==> src/rtl/rv_pkg.sv <==
// Shared RV32I definitions: instruction formats, major opcodes, request bundle
// and a sign-extension range helper used by the immediate packer.
package rv_pkg;

  typedef enum logic [2:0] {
    FMT_R = 3'd0,
    FMT_I = 3'd1,
    FMT_S = 3'd2,
    FMT_B = 3'd3,
    FMT_U = 3'd4,
    FMT_J = 3'd5
  } fmt_e;

  localparam logic [6:0] OP_LUI    = 7'b0110111;
  localparam logic [6:0] OP_AUIPC  = 7'b0010111;
  localparam logic [6:0] OP_JAL    = 7'b1101111;
  localparam logic [6:0] OP_JALR   = 7'b1100111;
  localparam logic [6:0] OP_BRANCH = 7'b1100011;
  localparam logic [6:0] OP_LOAD   = 7'b0000011;
  localparam logic [6:0] OP_STORE  = 7'b0100011;
  localparam logic [6:0] OP_IMM    = 7'b0010011;
  localparam logic [6:0] OP_REG    = 7'b0110011;

  typedef struct packed {
    logic [2:0]  fmt;
    logic [6:0]  opcode;
    logic [2:0]  funct3;
    logic [6:0]  funct7;
    logic [4:0]  rd;
    logic [4:0]  rs1;
    logic [4:0]  rs2;
    logic [31:0] imm;
  } req_t;

  // True when v[31:top] are all equal, i.e. v sign-extends from bit top.
  function automatic logic fits_signed(logic [31:0] v, int unsigned top);
    logic [31:0] hi;
    hi = $signed(v) >>> top;
    return (hi == '0) || (hi == '1);
  endfunction

endpackage

==> src/rtl/imm_encoder_if.sv <==
// Request/response bus of the immediate encoder.
// Handshake: a beat transfers on a rising edge where valid && ready; the
// source holds payload stable while valid is high and ready is low.
interface imm_encoder_if #(parameter int CNT_W = 16);
  logic             in_valid;
  logic             in_ready;
  logic [2:0]       fmt;
  logic [6:0]       opcode;
  logic [2:0]       funct3;
  logic [6:0]       funct7;
  logic [4:0]       rd;
  logic [4:0]       rs1;
  logic [4:0]       rs2;
  logic [31:0]      imm;
  logic             out_valid;
  logic             out_ready;
  logic [31:0]      instr;
  logic             range_err;
  logic [CNT_W-1:0] err_count;

  modport master (
    output in_valid, fmt, opcode, funct3, funct7, rd, rs1, rs2, imm, out_ready,
    input  in_ready, out_valid, instr, range_err, err_count
  );

  modport slave (
    input  in_valid, fmt, opcode, funct3, funct7, rd, rs1, rs2, imm, out_ready,
    output in_ready, out_valid, instr, range_err, err_count
  );
endinterface

==> src/rtl/imm_pack.sv <==
// Combinational RV32I field packer: scatters the immediate into the word for
// the given format and flags immediates the format cannot represent.
module imm_pack
  import rv_pkg::*;
(
  input  logic [2:0]  fmt,
  input  logic [6:0]  opcode,
  input  logic [2:0]  funct3,
  input  logic [6:0]  funct7,
  input  logic [4:0]  rd,
  input  logic [4:0]  rs1,
  input  logic [4:0]  rs2,
  input  logic [31:0] imm,
  output logic [31:0] word,
  output logic        err
);

  always_comb begin
    word = '0;
    err  = 1'b0;
    case (fmt)
      FMT_R: word = {funct7, rs2, rs1, funct3, rd, opcode};
      FMT_I: begin
        word = {imm[11:0], rs1, funct3, rd, opcode};
        err  = !fits_signed(imm, 11);
      end
      FMT_S: begin
        word = {imm[11:5], rs2, rs1, funct3, imm[4:0], opcode};
        err  = !fits_signed(imm, 11);
      end
      FMT_B: begin
        word = {imm[12], imm[10:5], rs2, rs1, funct3, imm[4:1], imm[11], opcode};
        err  = !fits_signed(imm, 12) || imm[0];
      end
      FMT_U: begin
        word = {imm[31:12], rd, opcode};
        err  = (imm[11:0] != 12'd0);
      end
      FMT_J: begin
        word = {imm[20], imm[10:1], imm[11], imm[19:12], rd, opcode};
        err  = !fits_signed(imm, 20) || imm[0];
      end
      // Unassigned format codes still emit the opcode so the consumer sees a word.
      default: begin
        word = {25'b0, opcode};
        err  = 1'b1;
      end
    endcase
  end

endmodule

==> src/rtl/imm_encoder.sv <==
// Two-stage valid/ready RV32I instruction encoder: S1 holds the request and
// feeds the packer, S2 holds the packed word; counts delivered range errors.
module imm_encoder
  import rv_pkg::*;
#(
  parameter int CNT_W = 16
) (
  input logic         clk,
  input logic         rst,
  imm_encoder_if.slave bus
);

  req_t             s1_req;
  logic             s1_valid;
  logic             s2_valid;
  logic [31:0]      s2_instr;
  logic             s2_err;
  logic [CNT_W-1:0] err_cnt;

  logic        s1_adv;
  logic        accept;
  logic        deliver;
  logic [31:0] pk_word;
  logic        pk_err;

  // S1 may move into S2 whenever S2 is empty or being drained this cycle.
  assign s1_adv      = !s2_valid || bus.out_ready;
  assign bus.in_ready = !s1_valid || s1_adv;
  assign accept      = bus.in_valid && bus.in_ready;
  assign deliver     = s2_valid && bus.out_ready;

  imm_pack u_pack (
    .fmt    (s1_req.fmt),
    .opcode (s1_req.opcode),
    .funct3 (s1_req.funct3),
    .funct7 (s1_req.funct7),
    .rd     (s1_req.rd),
    .rs1    (s1_req.rs1),
    .rs2    (s1_req.rs2),
    .imm    (s1_req.imm),
    .word   (pk_word),
    .err    (pk_err)
  );

  always_ff @(posedge clk or posedge rst) begin
    if (rst) begin
      s1_req   <= '0;
      s1_valid <= 1'b0;
      s2_valid <= 1'b0;
      s2_instr <= '0;
      s2_err   <= 1'b0;
      err_cnt  <= '0;
    end else begin
      if (bus.in_ready) s1_valid <= bus.in_valid;
      if (accept) begin
        s1_req <= '{fmt: bus.fmt, opcode: bus.opcode, funct3: bus.funct3,
                    funct7: bus.funct7, rd: bus.rd, rs1: bus.rs1, rs2: bus.rs2,
                    imm: bus.imm};
      end
      if (s1_adv) begin
        s2_valid <= s1_valid;
        if (s1_valid) begin
          s2_instr <= pk_word;
          s2_err   <= pk_err;
        end
      end
      if (deliver && s2_err && (err_cnt != '1)) err_cnt <= err_cnt + 1'b1;
    end
  end

  assign bus.out_valid = s2_valid;
  assign bus.instr     = s2_instr;
  assign bus.range_err = s2_err;
  assign bus.err_count = err_cnt;

endmodule
==> src/flat_wrapper.sv <==
// flat-port wrapper written by rule: the top's interface ports become plain ports
module imm_encoder_flat import rv_pkg::*;
#(
  parameter int CNT_W = 16
)
  (clk, rst, bus_in_valid, bus_fmt, bus_opcode, bus_funct3, bus_funct7, bus_rd, bus_rs1, bus_rs2, bus_imm, bus_out_ready, bus_in_ready, bus_out_valid, bus_instr, bus_range_err, bus_err_count);
  imm_encoder_if #(.CNT_W(CNT_W)) bus_i ();
  input logic clk;
  input logic rst;
  input wire logic [$bits(bus_i.in_valid)-1:0] bus_in_valid;
  input wire logic [$bits(bus_i.fmt)-1:0] bus_fmt;
  input wire logic [$bits(bus_i.opcode)-1:0] bus_opcode;
  input wire logic [$bits(bus_i.funct3)-1:0] bus_funct3;
  input wire logic [$bits(bus_i.funct7)-1:0] bus_funct7;
  input wire logic [$bits(bus_i.rd)-1:0] bus_rd;
  input wire logic [$bits(bus_i.rs1)-1:0] bus_rs1;
  input wire logic [$bits(bus_i.rs2)-1:0] bus_rs2;
  input wire logic [$bits(bus_i.imm)-1:0] bus_imm;
  input wire logic [$bits(bus_i.out_ready)-1:0] bus_out_ready;
  output wire logic [$bits(bus_i.in_ready)-1:0] bus_in_ready;
  output wire logic [$bits(bus_i.out_valid)-1:0] bus_out_valid;
  output wire logic [$bits(bus_i.instr)-1:0] bus_instr;
  output wire logic [$bits(bus_i.range_err)-1:0] bus_range_err;
  output wire logic [$bits(bus_i.err_count)-1:0] bus_err_count;
  assign bus_i.in_valid = bus_in_valid;
  assign bus_i.fmt = bus_fmt;
  assign bus_i.opcode = bus_opcode;
  assign bus_i.funct3 = bus_funct3;
  assign bus_i.funct7 = bus_funct7;
  assign bus_i.rd = bus_rd;
  assign bus_i.rs1 = bus_rs1;
  assign bus_i.rs2 = bus_rs2;
  assign bus_i.imm = bus_imm;
  assign bus_i.out_ready = bus_out_ready;
  assign bus_in_ready = bus_i.in_ready;
  assign bus_out_valid = bus_i.out_valid;
  assign bus_instr = bus_i.instr;
  assign bus_range_err = bus_i.range_err;
  assign bus_err_count = bus_i.err_count;
  imm_encoder #(.CNT_W(CNT_W)) u_core (.clk(clk), .rst(rst), .bus(bus_i));
endmodule
==> config.mk <==
export PLATFORM = sky130hd
export DESIGN_NAME = imm_encoder_flat
export DESIGN_NICKNAME = d
export VERILOG_FILES = /design/src/rtl/rv_pkg.sv /design/src/rtl/imm_encoder_if.sv /design/src/rtl/imm_pack.sv /design/src/rtl/imm_encoder.sv /design/src/flat_wrapper.sv
export SDC_FILE = /design/constraint.sdc
export NUM_CORES = 1
export LEC_CHECK = 0
export ABC_AREA = 1
export CORE_ASPECT_RATIO = 0.6
export CORE_MARGIN = 10
export CORE_UTILIZATION = 25
export CTS_BUF_LIST = sky130_fd_sc_hd__clkbuf_4 sky130_fd_sc_hd__clkbuf_8 sky130_fd_sc_hd__clkbuf_16
export DETAILED_ROUTE_END_ITERATION = 6
export PLACE_DENSITY_LB_ADDON = 0.25
export REMOVE_ABC_BUFFERS = 1
export SYNTH_ARGS = -nofsm -noshare
export SYNTH_HDL_FRONTEND = slang
export SYNTH_SLANG_ARGS = --single-unit
==> constraint.sdc <==
create_clock -name clk -period 7.05 [get_ports clk]
set_clock_uncertainty 0.1 [all_clocks]
set_input_delay 1.7625 -clock clk [delete_from_list [all_inputs] [get_ports clk]]
set_output_delay 1.7625 -clock clk [all_outputs]
set_load 0.1 [all_outputs]
==> flow_metrics.env <==
export IMPL_outcome="completed"
export IMPL_layout_commonest_cell="nand2_1"
export IMPL_cts_tree="yes"
export IMPL_antenna_found_initial=0
export IMPL_fin_area_sq_um=7559
export IMPL_reg2reg_from="u_core.bus.out_valid"
export IMPL_syn_cell_area_sq_um=5416
export IMPL_cts_root_buf="clkbuf_16"
export IMPL_dieArea_sq_um=28150
export IMPL_synthCells=602
export IMPL_p_leak_uw=0.003314
export IMPL_finalWeightedCongestion=0.8442
export IMPL_dp_hpwl_microns=12480
export IMPL_min_path_cells=2
export IMPL_finalCritPeriodShare_pct=78.23
export IMPL_clk_pin_slew_ns=0.05
export IMPL_ys_seq_elements=118
export IMPL_avgSynthCellArea_sq_um=8.997
export IMPL_critPathMaxStageDelay_ns=1.18
export IMPL_grt_pass1_wl_microns=26760
export IMPL_cts_buffer_depth=2
export IMPL_critPathTopFamily="buffers and inverters"
export IMPL_clock_latency_ns=0.42
export IMPL_overflow=0
export IMPL_max_freq_ghz=0.1813
export IMPL_path_class="in2out"
export IMPL_ys_seq_area_share_pct=54.52
export IMPL_min_from="u_core.bus.instr[29]"
export IMPL_place_ws_ns=1.549
export IMPL_nNetsFinal=796
export IMPL_grt_max_degree=68
export IMPL_post_cts_resized=0
export IMPL_cap_violations=0
export IMPL_start_kind="primary input"
export IMPL_fin_crit_ns=5.515
export IMPL_synth_area_top_cells="dfrtp_1 55%, nand2_1 9.5%, mux2_2 7.9%"
export IMPL_drtIter0Drc=239
export IMPL_end_kind="output port"
export IMPL_initial_core_util_pct=25.63
export IMPL_setup_viol=0
export IMPL_hold_viol_final=0
export IMPL_viasPerCell=4.380
export IMPL_ios=122
export IMPL_dieWidth_microns=210.0
export IMPL_cts_buffers=17
export IMPL_postLayoutCoreUtil_pct=35.76
export IMPL_cp_common_cell="clkdlybuf4s50_1"
export IMPL_finalWirelength_microns=17200
export IMPL_vdd_drop_max_mv=0.2621
export IMPL_synth_largest_area_cell="dfrtp_1"
export IMPL_ctsHoldBuffers=0
export IMPL_n_antenna_cell=0
export IMPL_critical_path_arrival_ns=3.65
export IMPL_final_cell_count_no_fill=1016
export IMPL_yosysWarnings=0
export IMPL_reg2regPathDepth=4
export IMPL_routedWlPerCell_microns=16.93
export IMPL_core_sq_um=21140
export IMPL_grt_pass1_vias=4505
export IMPL_max_slew_margin_pct=31.10
export IMPL_mostFrequentLayoutCells="136 x nand2_1, 121 x clkdlybuf4s50_1, 118 x dfrtp_1, 72 x nor2_1, 51 x a21oi_1"
export IMPL_rsz0062_at_grt="false"
export IMPL_startpoint="bus_out_ready"
export IMPL_hp_class="reg2reg"
export IMPL_drtPass1Iterations=5
export IMPL_crit_chain="clkdlybuf4s50_1 > inv_1 > nand3_1 > clkdlybuf4s50_1"
export IMPL_required_ns=5.19
export IMPL_slowest_stage="clkdlybuf4s50_1"
export IMPL_layout_setup_ws_ns=1.535
export IMPL_syn_to_final_growth_pct=39.55
export IMPL_ant_nets=0
export IMPL_crit_buf_inv=3
export IMPL_dpl_instance_area_sq_um=6907
export IMPL_die_h_microns=134.0
export IMPL_power_density_nw_per_um2=410.9
export IMPL_postCtsSetupBuffers=0
export IMPL_synth_top_cell_area_share_pct=54.52
export IMPL_rows=41
export IMPL_slew_violations=0
export IMPL_drc_errors=0
export IMPL_crit_cells=4
export IMPL_port_buffers=121
export IMPL_tightestPinTransition_ns=1.030
export IMPL_cp_max_fo=4
export IMPL_post_place_cells=984
export IMPL_drive_gt1_share_pct=12.62
export IMPL_ys_types=31
export IMPL_cts_num_sinks=118
export IMPL_fin_tns_setup_ns=0
export IMPL_routed_via_count=4450
export IMPL_grt_usage_pct=12.31
export IMPL_htree_levels=4
==> worst min-delay path: cells and delay by family (launching register included) <==
kind | cells | cell delay (ns)
simple gates | 2 | 0.10
flops | 1 | 0.34
==> cell usage after synthesis <==
| library cell | n |
|---|---|
| a21oi_1 | 52 |
| a31oi_1 | 1 |
| and2_1 | 1 |
| buf_1 | 2 |
| buf_2 | 10 |
| buf_6 | 1 |
| buf_8 | 1 |
| clkbuf_1 | 8 |
| clkinv_1 | 2 |
| dfrtp_1 | 118 |
| ha_1 | 1 |
| inv_1 | 47 |
| inv_2 | 2 |
| inv_4 | 1 |
| mux2_2 | 38 |
| nand2_1 | 137 |
| nand2_2 | 1 |
| nand3_1 | 15 |
| nand3b_1 | 1 |
| nand4_1 | 6 |
| nand4_2 | 1 |
| nor2_1 | 72 |
| nor3_1 | 6 |
| nor3_2 | 3 |
| nor3b_1 | 1 |
| o21ai_0 | 49 |
| o21ai_1 | 3 |
| o21ai_2 | 8 |
| o22ai_1 | 2 |
| xnor2_1 | 2 |
| xor2_1 | 10 |
==> cell families after synthesis <==
logic type,after synthesis,share of synthesized area [%]
flops,118,54.52
buf+inv,74,5.752
xor+xnor,12,1.940
mux,38,7.900
compound gates,115,11.25
simple gates,244,18.41
fa+ha+maj,1,0.2310
==> through the flow <==
stage	power [uW]	hold slack (ns)
after global placement	2165	0.3597
final	3106	0.3756
after detailed placement	2168	0.3611
after CTS	3139	0.3819
after global routing	3252	0.4047
after floorplan	1811	0.3447
==> routing by layer <==
layer	part of all wire, %	routed length [microns]	global-route usage [%]
met1	53	9154	18.11
met2	39	6777	16.08
met3	6.2	1068	4.127
met4	1.2	202	4.059
met5	0	0	0
==> sequential cells by signal (all words and copies together) (netlist names) <==
register              cells
u_core.bus.err_count     16
u_core.bus.instr         32
u_core.bus.out_valid      1
u_core.s1_req            67
u_core.s1_valid           1
u_core.bus.range_err      1
==> final cells by class <==
type	instances	area, sq um
fill	2201	13580
sequential	118	2953
multi-input combinational	410	2163
timing repair buffer	125	1241
clock buffer	24	509.2
tap	279	349.1
inverter	52	200.2
clock inverter	8	142.6
==> power by group <==
part           leakage, uW  internal, uW  switching, uW  total, uW
registers          0.00141           821            114        936
clock network     0.000323           644            314        958
logic              0.00158           298            914       1210
total              0.00331          1760           1340       3110
==> path summary, 6_finish.rpt <==
| path | endpoint | slack (ns) |
|---|---|---|
| hold reg to reg | u_core.bus.instr[29] | 0.38 |
| hold / removal | u_core.bus.instr[29] | 0.38 |
| setup / recovery | bus_in_ready | 1.53 |
| min in group asynchronous | u_core.bus.err_count[14] | 1.76 |
| setup reg to reg | u_core.s1_req[33] | 4.64 |
| max in group asynchronous | u_core.s1_req[21] | 3.87 |
Note: power is estimated with default switching activity, not from simulation.
